<file path="config.mk">
export PLATFORM = sky130hd
export DESIGN_NAME = mc_controller_flat
export DESIGN_NICKNAME = d
export VERILOG_FILES = /design/src/rtl/mc_controller_if.sv /design/src/rtl/mc_controller.sv /design/src/flat_wrapper.sv
export SDC_FILE = /design/constraint.sdc
export NUM_CORES = 1
export LEC_CHECK = 0
export ABC_AREA = 1
export CAP_MARGIN = 20
export CELL_PAD_IN_SITES_DETAIL_PLACEMENT = 0
export CELL_PAD_IN_SITES_GLOBAL_PLACEMENT = 2
export CORE_MARGIN = 1.5
export CORE_UTILIZATION = 29
export CTS_BUF_LIST = sky130_fd_sc_hd__clkbuf_8 sky130_fd_sc_hd__clkbuf_16
export CTS_CLUSTER_SIZE = 24
export DETAILED_ROUTE_END_ITERATION = 16
export DONT_BUFFER_PORTS = 1
export PLACE_DENSITY_LB_ADDON = 0.1
export SLEW_MARGIN = 20
export SYNTH_ARGS = -nofsm -noshare
export SYNTH_HDL_FRONTEND = slang
export SYNTH_SLANG_ARGS = --single-unit
</file>
<file path="constraint.sdc">
create_clock -name clk -period 2.51 [get_ports clk]
set_clock_uncertainty 0.05 [all_clocks]
set_input_delay 0.502 -clock clk [delete_from_list [all_inputs] [get_ports clk]]
set_output_delay 0.502 -clock clk [all_outputs]
set_load 0.01 [all_outputs]
</file>
<file path="src/rtl/mc_controller_if.sv">
// mc_controller_if: instruction/memory/datapath control bundle between mc_controller (master) and the datapath (slave)
interface mc_controller_if #(
    parameter int ALU_OP_W = 3
);
    logic [31:0]         instr;
    logic                mem_ready;
    logic                zero;
    logic                mem_req;
    logic                iord;
    logic                memwrite;
    logic                irwrite;
    logic                pc_en;
    logic [1:0]          pcsrc;
    logic                regwrite;
    logic                regdst;
    logic                mem2reg;
    logic                alusrc_a;
    logic [1:0]          alusrc_b;
    logic [ALU_OP_W-1:0] alu_op;
    logic                illegal;
    logic                mem_timeout;
    logic [3:0]          state;
    modport master (
        input  instr, mem_ready, zero,
        output mem_req, iord, memwrite, irwrite, pc_en, pcsrc, regwrite, regdst, mem2reg,
               alusrc_a, alusrc_b, alu_op, illegal, mem_timeout, state
    );
    modport slave (
        output instr, mem_ready, zero,
        input  mem_req, iord, memwrite, irwrite, pc_en, pcsrc, regwrite, regdst, mem2reg,
               alusrc_a, alusrc_b, alu_op, illegal, mem_timeout, state
    );
endinterface

</file>
<file path="src/rtl/mc_controller.sv">
// mc_controller: multi-cycle FETCH/DECODE/EXEC/MEM/WB control FSM with mem_ready timeout abort; beq/j enabled by MC_CONTROLLER_BRANCH_EN
module mc_controller #(
    parameter int ALU_OP_W = 3,
    parameter int TIMEOUT  = 15
) (
    input logic             clk,
    input logic             rst_n,
    mc_controller_if.master bus
);
    localparam int CW = (TIMEOUT > 0) ? $clog2(TIMEOUT + 1) : 1;
    typedef enum logic [3:0] {
        FETCH  = 4'd0,
        DECODE = 4'd1,
        EXEC   = 4'd2,
        ALUWB  = 4'd3,
        ADDIEX = 4'd4,
        ADDIWB = 4'd5,
        MEMADR = 4'd6,
        MEMRD  = 4'd7,
        MEMWB  = 4'd8,
        MEMWR  = 4'd9,
        BRANCH = 4'd10,
        JUMP   = 4'd11
    } state_e;
    state_e        state_q, state_d;
    logic [CW-1:0] cnt_q, cnt_d;
    logic [5:0]    opcode;
    logic [2:0]    funct_op, op;
    logic          funct_ok, waiting, abort;
    logic          mem_req, iord, memwrite, irwrite, pc_en, regwrite, regdst, mem2reg, alusrc_a, illegal;
    logic [1:0]    pcsrc, alusrc_b;
    assign opcode  = bus.instr[31:26];
    assign waiting = (state_q == FETCH) || (state_q == MEMRD) || (state_q == MEMWR);
    assign abort   = (TIMEOUT > 0) && waiting && !bus.mem_ready && (cnt_q == CW'(TIMEOUT));
    // R-type funct to ALU operation; the IR is stable, so ALUWB re-reads the same decode
    always_comb begin
        funct_op = 3'b000;
        funct_ok = 1'b1;
        case (bus.instr[5:0])
            6'b100000: funct_op = 3'b000;
            6'b100100: funct_op = 3'b100;
            6'b100101: funct_op = 3'b010;
            6'b100010: funct_op = 3'b011;
            6'b101010: funct_op = 3'b111;
            default:   funct_ok = 1'b0;
        endcase
    end
    // Per-state control decode and next-state selection
    always_comb begin
        state_d  = state_q;
        mem_req  = 1'b0;
        iord     = 1'b0;
        memwrite = 1'b0;
        irwrite  = 1'b0;
        pc_en    = 1'b0;
        pcsrc    = 2'b00;
        regwrite = 1'b0;
        regdst   = 1'b0;
        mem2reg  = 1'b0;
        alusrc_a = 1'b0;
        alusrc_b = 2'b00;
        op       = 3'b000;
        illegal  = 1'b0;
        case (state_q)
            FETCH: begin
                mem_req  = 1'b1;
                alusrc_b = 2'b01;
                irwrite  = bus.mem_ready;
                pc_en    = bus.mem_ready;
                state_d  = bus.mem_ready ? DECODE : FETCH;
            end
            DECODE: begin
                alusrc_b = 2'b11;
                case (opcode)
                    6'b000000:            state_d = EXEC;
                    6'b001000:            state_d = ADDIEX;
                    6'b100011, 6'b101011: state_d = MEMADR;
`ifdef MC_CONTROLLER_BRANCH_EN
                    6'b000100:            state_d = BRANCH;
                    6'b000010:            state_d = JUMP;
`endif
                    default: begin
                        illegal = 1'b1;
                        state_d = FETCH;
                    end
                endcase
            end
            EXEC: begin
                alusrc_a = 1'b1;
                op       = funct_op;
                illegal  = !funct_ok;
                state_d  = funct_ok ? ALUWB : FETCH;
            end
            ALUWB: begin
                regwrite = 1'b1;
                regdst   = 1'b1;
                op       = funct_op;
                state_d  = FETCH;
            end
            ADDIEX: begin
                alusrc_a = 1'b1;
                alusrc_b = 2'b10;
                state_d  = ADDIWB;
            end
            ADDIWB: begin
                regwrite = 1'b1;
                state_d  = FETCH;
            end
            MEMADR: begin
                alusrc_a = 1'b1;
                alusrc_b = 2'b10;
                state_d  = opcode[3] ? MEMWR : MEMRD;
            end
            MEMRD: begin
                mem_req = 1'b1;
                iord    = 1'b1;
                state_d = bus.mem_ready ? MEMWB : (abort ? FETCH : MEMRD);
            end
            MEMWB: begin
                regwrite = 1'b1;
                mem2reg  = 1'b1;
                state_d  = FETCH;
            end
            MEMWR: begin
                mem_req  = 1'b1;
                memwrite = 1'b1;
                iord     = 1'b1;
                state_d  = (bus.mem_ready || abort) ? FETCH : MEMWR;
            end
`ifdef MC_CONTROLLER_BRANCH_EN
            BRANCH: begin
                alusrc_a = 1'b1;
                op       = 3'b011;
                pcsrc    = 2'b01;
                pc_en    = bus.zero;
                state_d  = FETCH;
            end
            JUMP: begin
                pcsrc   = 2'b10;
                pc_en   = 1'b1;
                state_d = FETCH;
            end
`endif
            default: state_d = FETCH;
        endcase
    end
    // Wait counter restarts on any state change or abort and counts cycles without mem_ready
    always_comb begin
        cnt_d = (abort || state_d != state_q) ? '0 : ((waiting && !bus.mem_ready) ? cnt_q + CW'(1) : cnt_q);
    end
    // State and wait counter registers
    always_ff @(posedge clk or negedge rst_n) begin
        if (!rst_n) begin
            state_q <= FETCH;
            cnt_q   <= '0;
        end else begin
            state_q <= state_d;
            cnt_q   <= cnt_d;
        end
    end
    assign bus.mem_req     = rst_n & mem_req;
    assign bus.memwrite    = rst_n & memwrite;
    assign bus.irwrite     = rst_n & irwrite;
    assign bus.pc_en       = rst_n & pc_en;
    assign bus.regwrite    = rst_n & regwrite;
    assign bus.illegal     = rst_n & illegal;
    assign bus.mem_timeout = rst_n & abort;
    assign bus.iord        = iord;
    assign bus.pcsrc       = pcsrc;
    assign bus.regdst      = regdst;
    assign bus.mem2reg     = mem2reg;
    assign bus.alusrc_a    = alusrc_a;
    assign bus.alusrc_b    = alusrc_b;
    assign bus.alu_op      = ALU_OP_W'(op);
    assign bus.state       = state_q;
endmodule

</file>
<file path="src/flat_wrapper.sv">
// flat-port wrapper written by rule: the top's interface ports become plain ports
module mc_controller_flat 
#(
    parameter int ALU_OP_W = 3,
    parameter int TIMEOUT  = 15
)
  (clk, rst_n, bus_instr, bus_mem_ready, bus_zero, bus_mem_req, bus_iord, bus_memwrite, bus_irwrite, bus_pc_en, bus_pcsrc, bus_regwrite, bus_regdst, bus_mem2reg, bus_alusrc_a, bus_alusrc_b, bus_alu_op, bus_illegal, bus_mem_timeout, bus_state);
  mc_controller_if #(.ALU_OP_W(ALU_OP_W)) bus_i ();
  input logic clk;
  input logic rst_n;
  input wire logic [$bits(bus_i.instr)-1:0] bus_instr;
  input wire logic [$bits(bus_i.mem_ready)-1:0] bus_mem_ready;
  input wire logic [$bits(bus_i.zero)-1:0] bus_zero;
  output wire logic [$bits(bus_i.mem_req)-1:0] bus_mem_req;
  output wire logic [$bits(bus_i.iord)-1:0] bus_iord;
  output wire logic [$bits(bus_i.memwrite)-1:0] bus_memwrite;
  output wire logic [$bits(bus_i.irwrite)-1:0] bus_irwrite;
  output wire logic [$bits(bus_i.pc_en)-1:0] bus_pc_en;
  output wire logic [$bits(bus_i.pcsrc)-1:0] bus_pcsrc;
  output wire logic [$bits(bus_i.regwrite)-1:0] bus_regwrite;
  output wire logic [$bits(bus_i.regdst)-1:0] bus_regdst;
  output wire logic [$bits(bus_i.mem2reg)-1:0] bus_mem2reg;
  output wire logic [$bits(bus_i.alusrc_a)-1:0] bus_alusrc_a;
  output wire logic [$bits(bus_i.alusrc_b)-1:0] bus_alusrc_b;
  output wire logic [$bits(bus_i.alu_op)-1:0] bus_alu_op;
  output wire logic [$bits(bus_i.illegal)-1:0] bus_illegal;
  output wire logic [$bits(bus_i.mem_timeout)-1:0] bus_mem_timeout;
  output wire logic [$bits(bus_i.state)-1:0] bus_state;
  assign bus_i.instr = bus_instr;
  assign bus_i.mem_ready = bus_mem_ready;
  assign bus_i.zero = bus_zero;
  assign bus_mem_req = bus_i.mem_req;
  assign bus_iord = bus_i.iord;
  assign bus_memwrite = bus_i.memwrite;
  assign bus_irwrite = bus_i.irwrite;
  assign bus_pc_en = bus_i.pc_en;
  assign bus_pcsrc = bus_i.pcsrc;
  assign bus_regwrite = bus_i.regwrite;
  assign bus_regdst = bus_i.regdst;
  assign bus_mem2reg = bus_i.mem2reg;
  assign bus_alusrc_a = bus_i.alusrc_a;
  assign bus_alusrc_b = bus_i.alusrc_b;
  assign bus_alu_op = bus_i.alu_op;
  assign bus_illegal = bus_i.illegal;
  assign bus_mem_timeout = bus_i.mem_timeout;
  assign bus_state = bus_i.state;
  mc_controller #(.ALU_OP_W(ALU_OP_W), .TIMEOUT(TIMEOUT)) u_core (.clk(clk), .rst_n(rst_n), .bus(bus_i));
endmodule
</file>
==> run metrics <==
synthesis-stage register bit count 8; DR vias/cell 5.07; antenna violations before repair 0; All-Layer GR Usage 15.2%; setup repair after global routing missed its margin no; number of hold-slack violations in the final timing report 0; area enclosed by the die boundary 2910 um2; count of buffers added by post-CTS timing repair for setup 0; num rows 18; time the final worst path needs with I/O delays and setup 2200 ps; dominant cell type by area after synthesis dfrtp_1; TritonCTS clock tree done; sw power 144 uW; number of max-capacitance violations reported 0; Yosys warning count 0; number of nets with antenna violations after routing 0; first-pass GRT wire length 3150 um; clk root buf clkbuf_8; sum of net half-perimeters after detailed placement 1680 um; result of the run completed; overall power of the completed layout 435 uW; quantity of I/O buffers inserted on ports 0; Synth top area share 26.6%; maximum net fanout on the critical path 6; Synth area leaders dfrtp_1, nand2_1, nor2_1; height of the die 54.0 um; GRT Residual Overflow 0; part of the total power dissipated in the clock network 34.1%; number of filler instances in the final layout 297; number of H-tree levels 1; boundary pin count 58; clock latency on the worst-skew pair 220 ps; average instance area after synthesis 6.22 um2; Placeable Area 2480 um2; number of cells in the design after placement 149; part of the total power dissipated in sequential elements 39.5%; via count of the first global-routing pass 729; Inserted Diodes 0; area growth from synthesis to layout 9.30%; count of unresolved DRC violations after routing 0; Gate power share 26.4%; fin nets 162; fin util 33.2%; Crit Path Class reg2out; total number of vias 776; worst path required time 1960 ps; count of cell types in the netlist 23; count of cells resized by post-cts repair 0; kind of end point of the critical path output pin; clock sinks 8; combined area of all synthesized cells 753 um2; total wire length after detailed routing 2000 um; power per unit of standard cell area 528 nW/um2; share of total power consumed by net switching 33.0%; detailed-router iteration count before antenna repair 3; internal portion of total power 291 uW; count of placed standard cells in the final layout, fillers left out 153; Highest Clock Rate 454 MHz; Worst-path clk slew 40 ps; Avg WL per Cell 13.1 um; proportion of layout cells with a drive suffix above 1 10.6%; GPL Wtd Cong 0.758; # setup viols final 0; post-synthesis sequential area ratio 26.6%; number of instances in the synthesized netlist 121; worst vdd rail ir drop 0.000309 V; horizontal extent of the die 54.0 um; number of clock buffers inserted by TritonCTS 3; number of pins exceeding their max-slew limit in the final report 0; LEAKAGE 0.453 nW; largest net degree at the start of global routing 9; Bufs on Longest Clock Path 2; startpoint type of the worst setup path flip-flop; final cycle utilization of the critical path 87.8%; worst hold path type in2reg; Arrival @ worst endpoint 1650 ps; starting density of the core 30.4%; Iteration-0 DRC Markers 9; total negative slack 0 ps
## synthesized netlist by cell type (all sizes together)
cell type / count
nand3: 13
dfrtp: 8
o21bai: 1
inv: 19
nor2: 23
and3: 1
buf: 3
o21ai: 8
xor2: 1
nor3: 4
a21oi: 3
nand2: 26
nand4: 7
ha: 1
xnor2: 1
conb: 1
o31ai: 1
## power groups by stage
stage / logic (mW) / clock network [mW] / registers, mW
after CTS: 0.118 / 0.157 / 0.172
after detailed placement: 0.113 / 0 / 0.174
after floorplan: 0.0993 / 0 / 0.168
after global routing: 0.133 / 0.165 / 0.175
final: 0.115 / 0.148 / 0.172
after global placement: 0.113 / 0 / 0.174
## logic make-up (layout without fill, tap and decap cells)
group                    after synthesis  after routing  synth area share (%)
other                                  1              2                 0.498
AND/OR/NAND/NOR                       74             74                  47.2
AO/OA/AOI/OAI                         13             13                  9.30
adder cells (fa/ha/maj)                1              1                  1.66
buffers and inverters                 22             23                  12.5
XOR/XNOR                               2              2                  2.33
flip-flops                             8              8                  26.6
## flip-flops by register name, summed over array words and instances (netlist names)
signal,count
u_core.cnt_q,4
u_core.bus.state,4
## worst max-delay path: stages (launching register included)
cell     delay (ps)
dfrtp_1         480
nor2_2          200
inv_1           110
nor3_1          390
o31ai_1         130
inv_1           110
## area by class of cell
type / instances / area, um2 / area share (%)
Clock buffer: 3 / 41.3 / 5.02
Inverter: 19 / 71.3 / 8.66
Multi-Input combinational cell: 92 / 463 / 56.2
Sequential cell: 8 / 200 / 24.3
Tap cell: 30 / 37.5 / 4.56
Timing Repair Buffer: 1 / 10.0 / 1.22
## routing by layer
layer,GRT usage (%),share of wire (%),wire (um),vias to the layer above
met2,24.6,47,936,20
met4,8.97,1.6,32,0
met1,19.0,45,900,359
met3,2.22,6.4,128,4
met5,0,0,0,-
li1,-,-,-,393
## layout by cell type (no fill, tap or decap)
master         instances
nor2_2                 3
nand3_4                1
o31ai_1                1
xnor2_1                1
dlygate4sd3_1          1
nand2_2                2
nor3_1                 4
clkbuf_8               3
o21bai_1               1
nand3_2                2
nor2_1                20
conb_1                 2
o21ai_0                7
ha_1                   1
nand4_1                7
xor2_1                 1
nand3_1               10
a21oi_1                3
dfrtp_1                8
inv_2                  1
inv_1                 18
and3_2                 1
o21ai_1                1
nand2_1               24
## through the flow
stage | hold slack, ps | cell area, um2 | setup WS [ps]
global placement | 157 | 772 | 546
finish | 395 | 823 | 306
detailed placement | 157 | 772 | 543
CTS | 391 | 823 | 298
floorplan | 156 | 757 | 730
global route | 415 | 823 | 141
## worst paths after layout
path,from,to,cells after the start,slack (ps)
setup / recovery,u_core.bus.state[2]$_DFF_PN0_,bus_regwrite,5,310
hold / removal,bus_mem_ready,u_core.bus.state[3]$_DFF_PN0_,2,390
setup reg to reg,u_core.bus.state[0]$_DFF_PN0_,u_core.cnt_q[2]$_DFFE_PN0P_,11,750
hold reg to reg,u_core.cnt_q[0]$_DFFE_PN0P_,u_core.cnt_q[0]$_DFFE_PN0P_,1,410
max in group asynchronous,rst_n,u_core.cnt_q[1]$_DFFE_PN0P_,1,1540
min in group asynchronous,rst_n,u_core.cnt_q[0]$_DFFE_PN0P_,1,590
## timing repair
item	4_1_cts	5_1_grt
hold buffers	1	0
hold endpoints to repair	8	0
setup endpoints to repair	0	0
Note: power is estimated with default switching activity, not from simulation.
